--- config.mk ---
export PLATFORM = sky130hd
export DESIGN_NAME = next_hop_select_update_flat
export DESIGN_NICKNAME = d
export VERILOG_FILES = /design/src/rtl/next_hop_select_update_if.sv /design/src/rtl/next_hop_select_update.sv /design/src/flat_wrapper.sv
export SDC_FILE = /design/constraint.sdc
export NUM_CORES = 1
export LEC_CHECK = 0
export ABC_AREA = 1
export BUFFER_PORTS_ARGS = -buffer_cell sky130_fd_sc_hd__buf_2
export CORE_AREA = 5 5 181 183
export DETAILED_ROUTE_END_ITERATION = 10
export DIE_AREA = 0 0 186 188
export GPL_ROUTABILITY_DRIVEN = 0
export SKIP_CTS_REPAIR_TIMING = 1
export SLEW_MARGIN = 10
export SYNTH_ARGS = -nofsm -noshare
export SYNTH_HDL_FRONTEND = slang
export SYNTH_SLANG_ARGS = --single-unit
--- constraint.sdc ---
create_clock -name clock -period 10.85 [get_ports clock]
set_input_delay 1.085 -clock clock [delete_from_list [all_inputs] [get_ports clock]]
set_output_delay 1.085 -clock clock [all_outputs]
set_load 0.01 [all_outputs]
--- src/rtl/next_hop_select_update_if.sv ---
// Shared node-memory bus: word address, write strobe/data, read data one cycle after address.
interface next_hop_select_update_if;
  logic [15:0] address;
  logic        wr_en;
  logic [15:0] data_out;
  logic [15:0] data_in;

  modport master (output address, output wr_en, output data_out, input data_in);
  modport slave  (input address, input wr_en, input data_out, output data_in);
endinterface

--- src/rtl/next_hop_select_update.sv ---
// Picks the forwarding neighbour (sink beats best-Q), updates this node's own Q value
// and writes the new Q and the chosen next-hop ID back to node memory.
module next_hop_select_update #(
  parameter logic [15:0] NO_HOP       = 16'd65,
  parameter int unsigned ALPHA_SHIFT  = 2,
  parameter logic [15:0] NBR_ID_BASE  = 16'h0048,
  parameter logic [15:0] MYQ_ADDR     = 16'h068E,
  parameter logic [15:0] NEXTHOP_ADDR = 16'h0690,
  parameter logic [15:0] QMAX         = 16'hFFFE
) (
  input  logic                               clock,
  input  logic                               rst,
  input  logic                               start,
  input  logic [15:0]                        besthop,
  input  logic [15:0]                        bestvalue,
  input  logic [15:0]                        bestneighborID,
  input  logic [15:0]                        nextsinks,
  input  logic [15:0]                        link_cost,
  next_hop_select_update_if.master           bus,
  output logic [15:0]                        next_hop_id,
  output logic                               route_valid,
  output logic                               to_sink,
  output logic [15:0]                        myq_new,
  output logic                               done
);

  localparam int unsigned DW = 16;
  localparam int unsigned TW = DW + 2;
  localparam int unsigned FW = DW + 3;

  typedef enum logic [3:0] {
    IDLE, RDQ, LATQ, RDSINK, LATSINK, CALC, WRQ, WRHOP, WREND, DONE
  } state_t;

  state_t        state;
  logic [DW-1:0] besthop_q;
  logic [DW-1:0] bestvalue_q;
  logic [DW-1:0] bestid_q;
  logic [DW-1:0] nextsinks_q;
  logic [DW-1:0] link_cost_q;
  logic [DW-1:0] old_q;

  logic [TW-1:0]        target_c;
  logic signed [FW-1:0] diff_c;
  logic signed [FW-1:0] step_c;
  logic signed [FW:0]   sum_c;
  logic [DW-1:0]        q_new_c;

  // Q update: old + (target - old) * 2^-ALPHA_SHIFT, clamped to [0, QMAX]
  always_comb begin
    target_c = TW'(link_cost_q) + (to_sink ? TW'(0) : TW'(bestvalue_q));
    diff_c   = signed'(FW'(target_c) - FW'(old_q));
    step_c   = diff_c >>> ALPHA_SHIFT;
    sum_c    = signed'({4'b0, old_q}) + signed'({step_c[FW-1], step_c});
    q_new_c  = sum_c[DW-1:0];
    if (sum_c[FW]) begin
      q_new_c = '0;
    end else if (sum_c[FW-1:0] > FW'(QMAX)) begin
      q_new_c = QMAX;
    end
  end

  always_ff @(posedge clock) begin
    if (rst) begin
      state        <= IDLE;
      bus.address  <= MYQ_ADDR;
      bus.wr_en    <= 1'b0;
      bus.data_out <= '0;
      next_hop_id  <= '0;
      route_valid  <= 1'b0;
      to_sink      <= 1'b0;
      myq_new      <= QMAX;
      done         <= 1'b0;
      besthop_q    <= NO_HOP;
      bestvalue_q  <= '0;
      bestid_q     <= '0;
      nextsinks_q  <= NO_HOP;
      link_cost_q  <= '0;
      old_q        <= '0;
    end else begin
      case (state)
        IDLE: begin
          if (start) begin
            besthop_q   <= besthop;
            bestvalue_q <= bestvalue;
            bestid_q    <= bestneighborID;
            nextsinks_q <= nextsinks;
            link_cost_q <= link_cost;
            bus.address <= MYQ_ADDR;
            done        <= 1'b0;
            route_valid <= 1'b0;
            to_sink     <= 1'b0;
            state       <= RDQ;
          end
        end
        RDQ: state <= LATQ;
        LATQ: begin
          old_q <= bus.data_in;
          // a known sink neighbour wins over the best-Q neighbour
          if (nextsinks_q != NO_HOP) begin
            bus.address <= NBR_ID_BASE + (nextsinks_q << 1);
            to_sink     <= 1'b1;
            state       <= RDSINK;
          end else if (besthop_q != NO_HOP) begin
            next_hop_id <= bestid_q;
            state       <= CALC;
          end else begin
            route_valid <= 1'b0;
            state       <= DONE;
          end
        end
        RDSINK: state <= LATSINK;
        LATSINK: begin
          next_hop_id <= bus.data_in;
          state       <= CALC;
        end
        CALC: begin
          myq_new     <= q_new_c;
          route_valid <= 1'b1;
          state       <= WRQ;
        end
        WRQ: begin
          bus.address  <= MYQ_ADDR;
          bus.data_out <= myq_new;
          bus.wr_en    <= 1'b1;
          state        <= WRHOP;
        end
        WRHOP: begin
          bus.address  <= NEXTHOP_ADDR;
          bus.data_out <= next_hop_id;
          bus.wr_en    <= 1'b1;
          state        <= WREND;
        end
        WREND: begin
          bus.wr_en <= 1'b0;
          state     <= DONE;
        end
        DONE: begin
          // done is raised on the first DONE cycle, then held until start drops
          if (done && !start) begin
            done  <= 1'b0;
            state <= IDLE;
          end else begin
            done <= 1'b1;
          end
        end
        default: state <= IDLE;
      endcase
    end
  end

endmodule
--- src/flat_wrapper.sv ---
// flat-port wrapper written by rule: the top's interface ports become plain ports
module next_hop_select_update_flat 
#(
  parameter logic [15:0] NO_HOP       = 16'd65,
  parameter int unsigned ALPHA_SHIFT  = 2,
  parameter logic [15:0] NBR_ID_BASE  = 16'h0048,
  parameter logic [15:0] MYQ_ADDR     = 16'h068E,
  parameter logic [15:0] NEXTHOP_ADDR = 16'h0690,
  parameter logic [15:0] QMAX         = 16'hFFFE
)
  (clock, rst, start, besthop, bestvalue, bestneighborID, nextsinks, link_cost, next_hop_id, route_valid, to_sink, myq_new, done, bus_address, bus_wr_en, bus_data_out, bus_data_in);
  next_hop_select_update_if bus_i ();
  input  logic clock;
  input  logic rst;
  input  logic start;
  input  logic [15:0] besthop;
  input  logic [15:0] bestvalue;
  input  logic [15:0] bestneighborID;
  input  logic [15:0] nextsinks;
  input  logic [15:0] link_cost;
  output logic [15:0] next_hop_id;
  output logic route_valid;
  output logic to_sink;
  output logic [15:0] myq_new;
  output logic done;
  output wire logic [$bits(bus_i.address)-1:0] bus_address;
  output wire logic [$bits(bus_i.wr_en)-1:0] bus_wr_en;
  output wire logic [$bits(bus_i.data_out)-1:0] bus_data_out;
  input wire logic [$bits(bus_i.data_in)-1:0] bus_data_in;
  assign bus_address = bus_i.address;
  assign bus_wr_en = bus_i.wr_en;
  assign bus_data_out = bus_i.data_out;
  assign bus_i.data_in = bus_data_in;
  next_hop_select_update #(.NO_HOP(NO_HOP), .ALPHA_SHIFT(ALPHA_SHIFT), .NBR_ID_BASE(NBR_ID_BASE), .MYQ_ADDR(MYQ_ADDR), .NEXTHOP_ADDR(NEXTHOP_ADDR), .QMAX(QMAX)) u_core (.clock(clock), .rst(rst), .start(start), .besthop(besthop), .bestvalue(bestvalue), .bestneighborID(bestneighborID), .nextsinks(nextsinks), .link_cost(link_cost), .bus(bus_i), .next_hop_id(next_hop_id), .route_valid(route_valid), .to_sink(to_sink), .myq_new(myq_new), .done(done));
endmodule
==> impl_metrics.json, run 1 <==
{
  "synth-adder-area-share_pct": 7.26,
  "cts_h_tree_depth": 4,
  "top_cells_by_area_in_the_synthesized_netlist": "dfxtp_1 (36%), a21oi_1 (9.7%), nand2_1 (9.5%), o21ai_0 (7.2%), ha_1 (6.8%)",
  "detailedPlacementHpwl_mm": 22.1,
  "cap_viol_max_count": 0,
  "routed_via_density": 4.82,
  "fraction_of_synthesized_cell_area_taken_by_the_top_area_cell_type_pct": 36.5,
  "worstSetupPathType": "register to register",
  "dr_total_vias": 8994,
  "finalSetupViolCount": 0,
  "rr_worst_depth": 30,
  "worst_hold_path_type": "register to register",
  "die_area_sq_mm": 0.0350,
  "synth.cell_area_sq_mm": 0.00917,
  "synth_enable_flop_cells": 0,
  "pre_cts_setup_slack_ns": 5.43,
  "fin_crit_sh_pct": 50.8,
  "drive_above_1_share_pct": 15.8,
  "synthDistinctLibCells": 44,
  "grt_max_degree": 78,
  "die_h_um": 188,
  "timing.final.ws_setup_ns": 5.34,
  "antenna_found_initial": 6,
  "critical_path.endpoint_type": "register",
  "postSynthRegisterBits": 167,
  "final_cell_mix": "nand2_1 (232), a21oi_1 (178), dfxtp_1 (167)",
  "arrival_ns": 5.90,
  "worstHoldPathCells": 2,
  "synth_simple_gate_area_share_pct": 23.2,
  "synth-warning-count": 0,
  "tritoncts.num_buffers": 17,
  "firstDrtPassIters": 5,
  "fin_crit_ns": 5.51,
  "fin_setup_tns_ns": 0,
  "synth_xor_xnor_area_share_pct": 3.34,
  "gr-total-overflow": 0,
  "first_pass_grt_wire_length_mm": 44.9,
  "clock_skew_after_layout_ns": 0.0200,
  "detail-route-antenna-nets": 0,
  "core_area_sq_mm": 0.0311,
  "grt_pass1_vias": 8560,
  "drt-initial-drc-count": 527,
  "synth_area_leader_cell": "dfxtp_1",
  "synth.mux.area_fraction_pct": 0,
  "ys_async_sr_fraction_pct": 0,
  "run_status": "finished clean",
  "critPathMaxStageDelay_ns": 0.71,
  "crit_slowest_cell": "dfxtp_1",
  "hold_viol_final": 0,
  "flow.area_growth_from_synthesis_pct": 19.0,
  "mostFrequentLayoutCell": "nand2_1",
  "timing.critical_path.mode_cell": "nand2_1",
  "clock_insertion_delay_worst_skew_ns": 0.45,
  "timing.slew.headroom_pct": 32.5,
  "route.detailed.wl_per_inst_um": 15.3,
  "synth_ff_type": "dfxtp_1",
  "fp.dieW_um": 186,
  "nets": 1600,
  "tritoncts": "yes",
  "initial_core_util_pct": 29.5,
  "main_combinational_cell_family_by_area_after_synthesis": "simple AND/OR/NAND/NOR gates",
  "core.rowCount": 65,
  "postRouteWirelength_mm": 28.5,
  "max_clock_freq_mhz": 181,
  "port_buffers": 165,
  "clk_pin_slew_worst_paths_ns": 0.08,
  "syn-instance-count": 1318,
  "synth-seq-area-share_pct": 36.5,
  "tightest_slew_ns": 1.01,
  "cp_max_fo": 18,
  "final-max-slew-violation-count": 0,
  "root_buffer": "clkbuf_16",
  "total_global_routing_track_utilization_pct": 16.1,
  "clock_sink_count": 167,
  "critPathLaunchType": "register",
  "io-pin-count": 167,
  "average_instance_area_after_synthesis_sq_um": 6.95,
  "mappedNetlistNets": 1469,
  "synth-compound-area-share_pct": 20.4,
  "ctsLongestPathBuffers": 2,
  "rsz0062_at_grt": "false",
  "route.detailed.drc": 0,
  "critical_path_required_ns": 11.23
}
-- through the flow --
| step | cells | util [%] | area [sq um] | hold WS (ns) |
|---|---|---|---|---|
| final | 1866 | 35.1 | 10900 | 0.456 |
| after global routing | 1865 | 35.1 | 10900 | 0.474 |
| after CTS | 1864 | 35.1 | 10900 | 0.460 |
| after floorplan | 1318 | - | 9170 | 0.429 |
| after detailed placement | 1832 | 33.1 | 10300 | 0.446 |
| after global placement | 1832 | 33.1 | 10300 | 0.442 |
-- layout make-up --
cell class	count	area [sq um]
Sequential cell	167	3340
Inverter	155	583
Clock buffer	17	425
Fill cell	3359	20200
Multi-Input combinational cell	936	4970
Clock inverter	15	199
Timing Repair Buffer	172	878
Antenna cell	2	5.00
Tap cell	402	503
-- cell families (layout without fill, tap and decap cells) --
family	count (synthesis)	count (layout)
xor gates and xnor gates	35	35
and+or+nand+nor	497	497
DFF	167	167
AOI/OAI and AO/OA	351	351
adders and majority gates	52	52
buffers and inverters	215	359
other	1	3
-- routing by layer --
metal / part of all wire, % / GRT usage (%) / vias up / wire, um
li1: - / - / 4608 / -
met1: 47 / 22.1 / 4089 / 13400
met2: 44 / 24.5 / 242 / 12400
met3: 6.9 / 4.33 / 45 / 1970
met4: 2.4 / 4.90 / 10 / 675
met5: 0.17 / 0 / - / 49
-- path summary, 6_finish.rpt --
kind	startpoint	endpoint	slack, ns
hold reg to reg	u_core.besthop_q[4]	u_core.besthop_q[4]	0.46
setup reg to reg	u_core.to_sink	u_core.myq_new[8]	5.34
setup / recovery	u_core.to_sink	u_core.myq_new[8]	5.34
hold / removal	u_core.besthop_q[4]	u_core.besthop_q[4]	0.46
-- critical path, delay by kind of cell, from the launching register on --
kind | cells | cell delay (ns)
buf+inv | 2 | 0.14
xor+xnor | 1 | 0.16
simple gates | 16 | 1.96
flops | 1 | 0.71
fa+ha+maj | 3 | 1.06
compound gates | 8 | 1.41
-- cells in the mapped netlist, drive strengths merged, types with 8 or more instances --
master,number
a311oi,8
ha,50
inv,154
nor2,153
a21oi,182
nand3,69
a21o,11
clkbuf,44
nand3b,10
nand4,18
xor2,23
xnor2,12
dfxtp,167
nand2,236
buf,15
o21ai,132
Power of run 1 is not shown: default switching activity piles up to over one toggle a cycle in this logic, so the estimate is an artifact.
==> run 2, diff against run 1 <==
- ABC_AREA: 1 -> 0
- CORE_AREA: 5 5 181 183 -> 5 5 179 181
- DIE_AREA: 0 0 186 188 -> 0 0 184 186
- clock period: 10.85 -> 5.5 ns (I/O delays scaled with it)
==> run 2 against run 1 <==
The run now ends with setup timing left. Design area rose by 3.5%. Non-clock buffer count rose by 42. Sequential share of layout area fell by 1.0 points. Routed wire length fell by 6.3%. Register-to-register slack got worse by 5.4 ns. Synthesized cell count fell by 16%. Worst hold slack got worse by 0.11 ns. First-iteration DRC count rose by 1.7%. Die area fell by 2.1%. Critical endpoint is now u_core.myq_new[13].
==> impl_metrics.json, run 2 <==
{
  "postLayoutCellArea_sq_mm": 0.0113,
  "clock_sink_count": 167,
  "critPathLaunchType": "register",
  "hold_viol_final": 0,
  "synthTopCellsByCount": "nand2_1 (223), dfxtp_1 (167), a21oi_1 (150), nor2_1 (91), clkbuf_1 (56)",
  "worstSetupPathType": "register to register",
  "max_clock_freq_mhz": 181,
  "total_global_routing_track_utilization_pct": 14.8,
  "final_cell_mix": "nand2_1 (221), dfxtp_1 (166), buf_2 (164)",
  "arrival_ns": 5.90,
  "place_area_sq_mm": 0.0102,
  "drive_above_1_share_pct": 24.0,
  "worst_hold_path_type": "input pin to register",
  "vdd_drop_max_v": 0.000265,
  "timing.slew.headroom_pct": 29.9,
  "final_core_util_pct": 37.3,
  "fin_crit_sh_pct": 100,
  "cap_viol_max_count": 0,
  "grt_pass1_vias": 7675,
  "fraction_of_synthesized_cell_area_taken_by_the_top_area_cell_type_pct": 37.6,
  "final-max-slew-violation-count": 0,
  "die_area_sq_mm": 0.0342,
  "core.rowCount": 64,
  "initial_core_util_pct": 29.4,
  "clk_pin_slew_worst_paths_ns": 0.07,
  "regArea_sq_mm": 0.00334,
  "mappedNetlistNets": 1255,
  "clock_insertion_delay_worst_skew_ns": 0.43,
  "timing.final.ws_setup_ns": -0.0253,
  "routed_via_density": 4.86,
  "detail-route-antenna-nets": 0,
  "hold_slack_ns": 0.351,
  "synth.most_common_cell": "nand2_1",
  "grt_max_degree": 88,
  "nets": 1428,
  "top_cells_by_area_in_the_synthesized_netlist": "dfxtp_1 (38%), nand2_1 (9.4%), a21oi_1 (8.4%), ha_1 (7.0%), nor2_1 (3.8%)",
  "synth.cell_area_sq_mm": 0.00889,
  "gr-total-overflow": 0,
  "postSynthRegisterBits": 167,
  "synth-warning-count": 0,
  "multi_input_gate_area_sq_mm": 0.00544,
  "io-pin-count": 167,
  "first_pass_grt_wire_length_mm": 40.9,
  "dr_total_vias": 8225,
  "core_area_sq_mm": 0.0303,
  "tightest_slew_ns": 1.05,
  "mostFrequentLayoutCell": "nand2_1",
  "fp.dieW_um": 184,
  "antenna_found_initial": 7,
  "synth_area_leader_cell": "dfxtp_1",
  "power_mw": 5.61,
  "critical_path_required_ns": 5.87,
  "synth-seq-area-share_pct": 37.6,
  "tritoncts.num_buffers": 17,
  "synth_ff_type": "dfxtp_1",
  "synth_enable_flop_cells": 0,
  "cellLeakagePower_nw": 4.68,
  "cp_max_fo": 6,
  "nFillCells": 3167,
  "flow.area_growth_from_synthesis_pct": 27.1,
  "rsz0062_at_grt": "true",
  "tritoncts": "yes",
  "detailedPlacementHpwl_mm": 19.8,
  "postRouteWirelength_mm": 26.8,
  "fin_crit_ns": 5.53,
  "route.detailed.wl_per_inst_um": 15.8,
  "finalSetupViolCount": 6,
  "root_buffer": "clkbuf_16",
  "port_buffers": 165,
  "fin_setup_tns_ns": -0.119,
  "violations": "setup timing",
  "ys_async_sr_fraction_pct": 0,
  "average_instance_area_after_synthesis_sq_um": 8.05,
  "synthDistinctLibCells": 73,
  "power_density_mw_per_mm2": 497,
  "die_h_um": 186,
  "drt-initial-drc-count": 536,
  "critical_path.endpoint_type": "register",
  "ctsLongestPathBuffers": 2,
  "route.detailed.drc": 0,
  "syn-instance-count": 1104,
  "clock_skew_after_layout_ns": 0.0138,
  "firstDrtPassIters": 5,
  "cts_h_tree_depth": 4,
  "run_status": "complete, but fails checks"
}
[run 2: changes by cell type after synthesis, moves of 14 or more]
cell / change
inv_1: -117
o21ai_0: -117
nand3_1: -57
nor2_1: -54
mux2i_1: +34
a21oi_1: -28
nor2b_1: +21
a211oi_1: +18
a221o_1: +18
xnor2_1: +16
nand2b_1: +14
[run 2: final cells by class]
class | instances | area share, %
repair buffers | 214 | 10.9
clock buffers | 17 | 3.77
diodes | 5 | 0.111
clock inverters | 15 | 1.89
flip-flops and latches | 167 | 29.6
inverters | 35 | 1.20
well taps | 396 | 4.39
multi-input cells | 842 | 48.1
[run 2: report_power, final]
group          switching (mW)  leakage (nW)  total (mW)  internal (mW)
combinational            1.56          3.00        2.83           1.27
sequential              0.120          1.36        1.46           1.34
clock                   0.541         0.316        1.31          0.774
total                    2.22          4.68        5.61           3.39
[run 2: cell families after synthesis]
group,after synthesis,synth area share [%]
muxes,34,3.83
adders and majority gates,52,7.49
buffers and inverters,95,4.17
DFF,167,37.6
AOI/OAI and AO/OA,283,20.9
xor gates and xnor gates,43,4.24
other,1,0.0422
and+or+nand+nor,429,21.7
[run 2: per-layer routing]
metal  global-route usage [%]  routed length (um)  up-vias
met1                     21.1               13100     3809
met5                        0                  14        -
li1                         -                   -     4193
met4                     4.97                 473        4
met3                     2.81                1310       31
met2                     22.6               11900      188
[run 2: through the flow]
stage	instances	worst slack, ns
floorplan	1104	0.0320
global placement	1637	-0.0748
detailed placement	1637	-0.230
CTS	1669	-0.249
global route	1691	-0.235
finish	1691	-0.0253
[run 2: critical path, cell delays in order, from the launching register on]
cell	delay, ns
dfxtp_2	0.35
nand2b_4	0.14
inv_4	0.04
ha_4	0.22
a21o_1	0.16
a21oi_2	0.14
o21bai_1	0.11
a21oi_1	0.17
xnor2_1	0.10
ha_1	0.33
and2_4	0.18
a22o_4	0.23
a311oi_4	0.26
buf_4	0.18
and2b_1	0.19
nor2_2	0.12
xnor2_1	0.14
ha_2	0.32
o21a_1	0.15
o221a_4	0.30
o41ai_4	0.43
buf_4	0.21
xnor2_4	0.11
and3_1	0.18
nand4_1	0.16
a2bb2oi_4	0.25
clkbuf_16	0.18
a221o_1	0.10
[run 2: worst paths after layout]
| check | start | depth (start not counted) | slack [ns] | to |
|---|---|---|---|---|
| max | u_core.to_sink | 27 | -0.03 | u_core.myq_new[13] |
| min | bestvalue[7] | 3 | 0.35 | u_core.bestvalue_q[7] |
| max reg2reg | u_core.to_sink | 27 | -0.03 | u_core.myq_new[13] |
| min reg2reg | u_core.bestvalue_q[12] | 2 | 0.45 | u_core.bestvalue_q[12] |
Note: power is estimated with default switching activity, not from simulation.
==> run 3, diff against run 2 <==
- SKIP_LAST_GASP: unset -> 1
==> run 3 against run 2 <==
The run still ends with setup timing left. Routed wire length about the same. Via count is 0.12% lower. Die area is the same. Worst setup slack about the same. Combinational power hardly changed. First-iteration DRC count fell by 0.19%. Clock power about the same. Sequential power is essentially flat. Highest routed layer unchanged.
==> impl_metrics.json, run 3 (synthesized netlist as in run 2, its figures left out) <==
{
  "run_status": "complete, but fails checks",
  "violations": "setup timing",
  "timing.final.ws_setup_ns": -0.0256,
  "fin_crit_sh_pct": 100,
  "detailedPlacementHpwl_mm": 19.8,
  "vdd_drop_max_v": 0.000264,
  "tritoncts.num_buffers": 17,
  "tritoncts": "yes",
  "initial_core_util_pct": 29.4,
  "total_global_routing_track_utilization_pct": 14.8,
  "core_area_sq_mm": 0.0303,
  "die_area_sq_mm": 0.0342,
  "final_cell_count_no_fill": 1691,
  "routed_length_on_met2_mm": 11.9,
  "worstSetupPathType": "register to register",
  "port_buffers": 165,
  "route.detailed.drc": 0,
  "clk_pin_slew_worst_paths_ns": 0.07,
  "timing.slew.headroom_pct": 30.4,
  "pre_cts_setup_slack_ns": -0.230,
  "grt_max_degree": 88,
  "rr_startpoint": "u_core.to_sink",
  "final_core_util_pct": 37.3,
  "place_area_sq_mm": 0.0102,
  "flow.area_growth_from_synthesis_pct": 27.0,
  "drt-initial-drc-count": 535,
  "nFillCells": 3170,
  "die_h_um": 186,
  "routed_via_density": 4.86,
  "io-pin-count": 167,
  "grt_pass1_vias": 7675,
  "regArea_sq_mm": 0.00334,
  "clock_insertion_delay_worst_skew_ns": 0.42,
  "met3RoutedLength_mm": 1.39,
  "rr_worst_depth": 27,
  "clock_sink_count": 167,
  "multi_input_gate_area_sq_mm": 0.00543,
  "tightest_slew_ns": 1.04,
  "postRouteWirelength_mm": 26.8,
  "final-max-slew-violation-count": 0,
  "clock_skew_after_layout_ns": 0.0137,
  "cap_viol_max_count": 0,
  "hold_slack_ns": 0.352,
  "gr-total-overflow": 0,
  "arrival_ns": 5.89,
  "finalSetupViolCount": 6,
  "cellLeakagePower_nw": 4.67,
  "top_layer": "met5",
  "r2r-end": "u_core.myq_new[13]",
  "final_cell_mix": "nand2_1 (221), dfxtp_1 (166), buf_2 (164)",
  "worstHoldPathCells": 3,
  "root_buffer": "clkbuf_16",
  "max_clock_freq_mhz": 181,
  "hold_start": "bestvalue[7]",
  "cts_h_tree_depth": 4,
  "wirelength_met1_mm": 13.0,
  "route.detailed.wl_per_inst_um": 15.8,
  "hold_end": "u_core.bestvalue_q[7]",
  "fp.dieW_um": 184,
  "ctsLongestPathBuffers": 2,
  "r2r_setup_slack_ns": -0.03,
  "nets": 1428,
  "rsz0062_at_grt": "true",
  "cp_max_fo": 6,
  "antenna_found_initial": 7,
  "first_pass_grt_wire_length_mm": 40.9,
  "worst_hold_path_type": "input pin to register",
  "fin_crit_ns": 5.53,
  "drive_above_1_share_pct": 23.9,
  "core.rowCount": 64,
  "critical_path_required_ns": 5.87,
  "mostFrequentLayoutCell": "nand2_1",
  "critical_path.endpoint_type": "register",
  "hold_viol_final": 0,
  "detail-route-antenna-nets": 0,
  "postLayoutCellArea_sq_mm": 0.0113,
  "dr_total_vias": 8215,
  "firstDrtPassIters": 6,
  "power_density_mw_per_mm2": 496,
  "placedCellCount": 1637,
  "critPathLaunchType": "register"
}
==> run 3: cell counts in the layout (fill, tap and decap cells not counted) <==
Identical to the previous run, type by type.
==> run 3: worst max-delay path by stage <==
stage                                    end  slack, ns  depth (start not counted)            from
after floorplan           u_core.myq_new[13]       0.03                         28  u_core.to_sink
after global placement    u_core.myq_new[11]      -0.07                         28  u_core.to_sink
after detailed placement  u_core.myq_new[15]      -0.23                         28  u_core.to_sink
after CTS                 u_core.myq_new[15]      -0.25                         26  u_core.to_sink
after global routing       u_core.myq_new[7]      -0.24                         27  u_core.to_sink
final                     u_core.myq_new[13]      -0.03                         27  u_core.to_sink
==> run 3: final cells by class <==
type / instances / area share, %
antenna: 5 / 0.111
clock buffer: 17 / 3.77
timing repair buffer: 214 / 10.9
multi-input combinational: 842 / 48.1
tap: 396 / 4.39
inverter: 35 / 1.20
clock inverter: 15 / 1.90
sequential: 167 / 29.6
==> run 3: per-stage QoR <==
stage / setup TNS (ns) / total power, mW
3_3_place_gp: -1.03 / 3.93
4_1_cts: -3.35 / 5.30
6_report: -0.121 / 5.60
5_1_grt: -3.08 / 5.99
3_5_place_dp: -3.08 / 3.97
2_1_floorplan: 0 / 3.21
==> run 3: where the power goes <==
| part | total, mW | internal [mW] | switching [mW] | leakage [nW] |
|---|---|---|---|---|
| Sequential | 1.46 | 1.34 | 0.119 | 1.36 |
| Combinational | 2.83 | 1.27 | 1.56 | 2.99 |
| Clock | 1.31 | 0.774 | 0.540 | 0.316 |
==> run 3: routing by layer <==
| metal | global-route usage (%) | up-vias |
|---|---|---|
| li1 | - | 4191 |
| met1 | 21.1 | 3807 |
| met2 | 22.6 | 185 |
| met3 | 2.81 | 28 |
| met4 | 4.97 | 4 |
| met5 | 0 | - |
==> run 3: critical path, stage by stage (launching register included) <==
cell       delay (ns)
dfxtp_2          0.35
nand2b_4         0.14
inv_4            0.04
ha_4             0.22
a21o_1           0.16
a21oi_2          0.14
o21bai_1         0.11
a21oi_1          0.17
xnor2_1          0.10
ha_1             0.33
and2_4           0.18
a22o_4           0.23
a311oi_4         0.26
buf_4            0.18
and2b_1          0.19
nor2_2           0.12
xnor2_1          0.14
ha_2             0.32
o21a_1           0.15
o221a_4          0.30
o41ai_4          0.43
buf_4            0.21
xnor2_4          0.11
and3_1           0.18
nand4_1          0.16
a2bb2oi_4        0.25
clkbuf_16        0.18
a221o_1          0.10
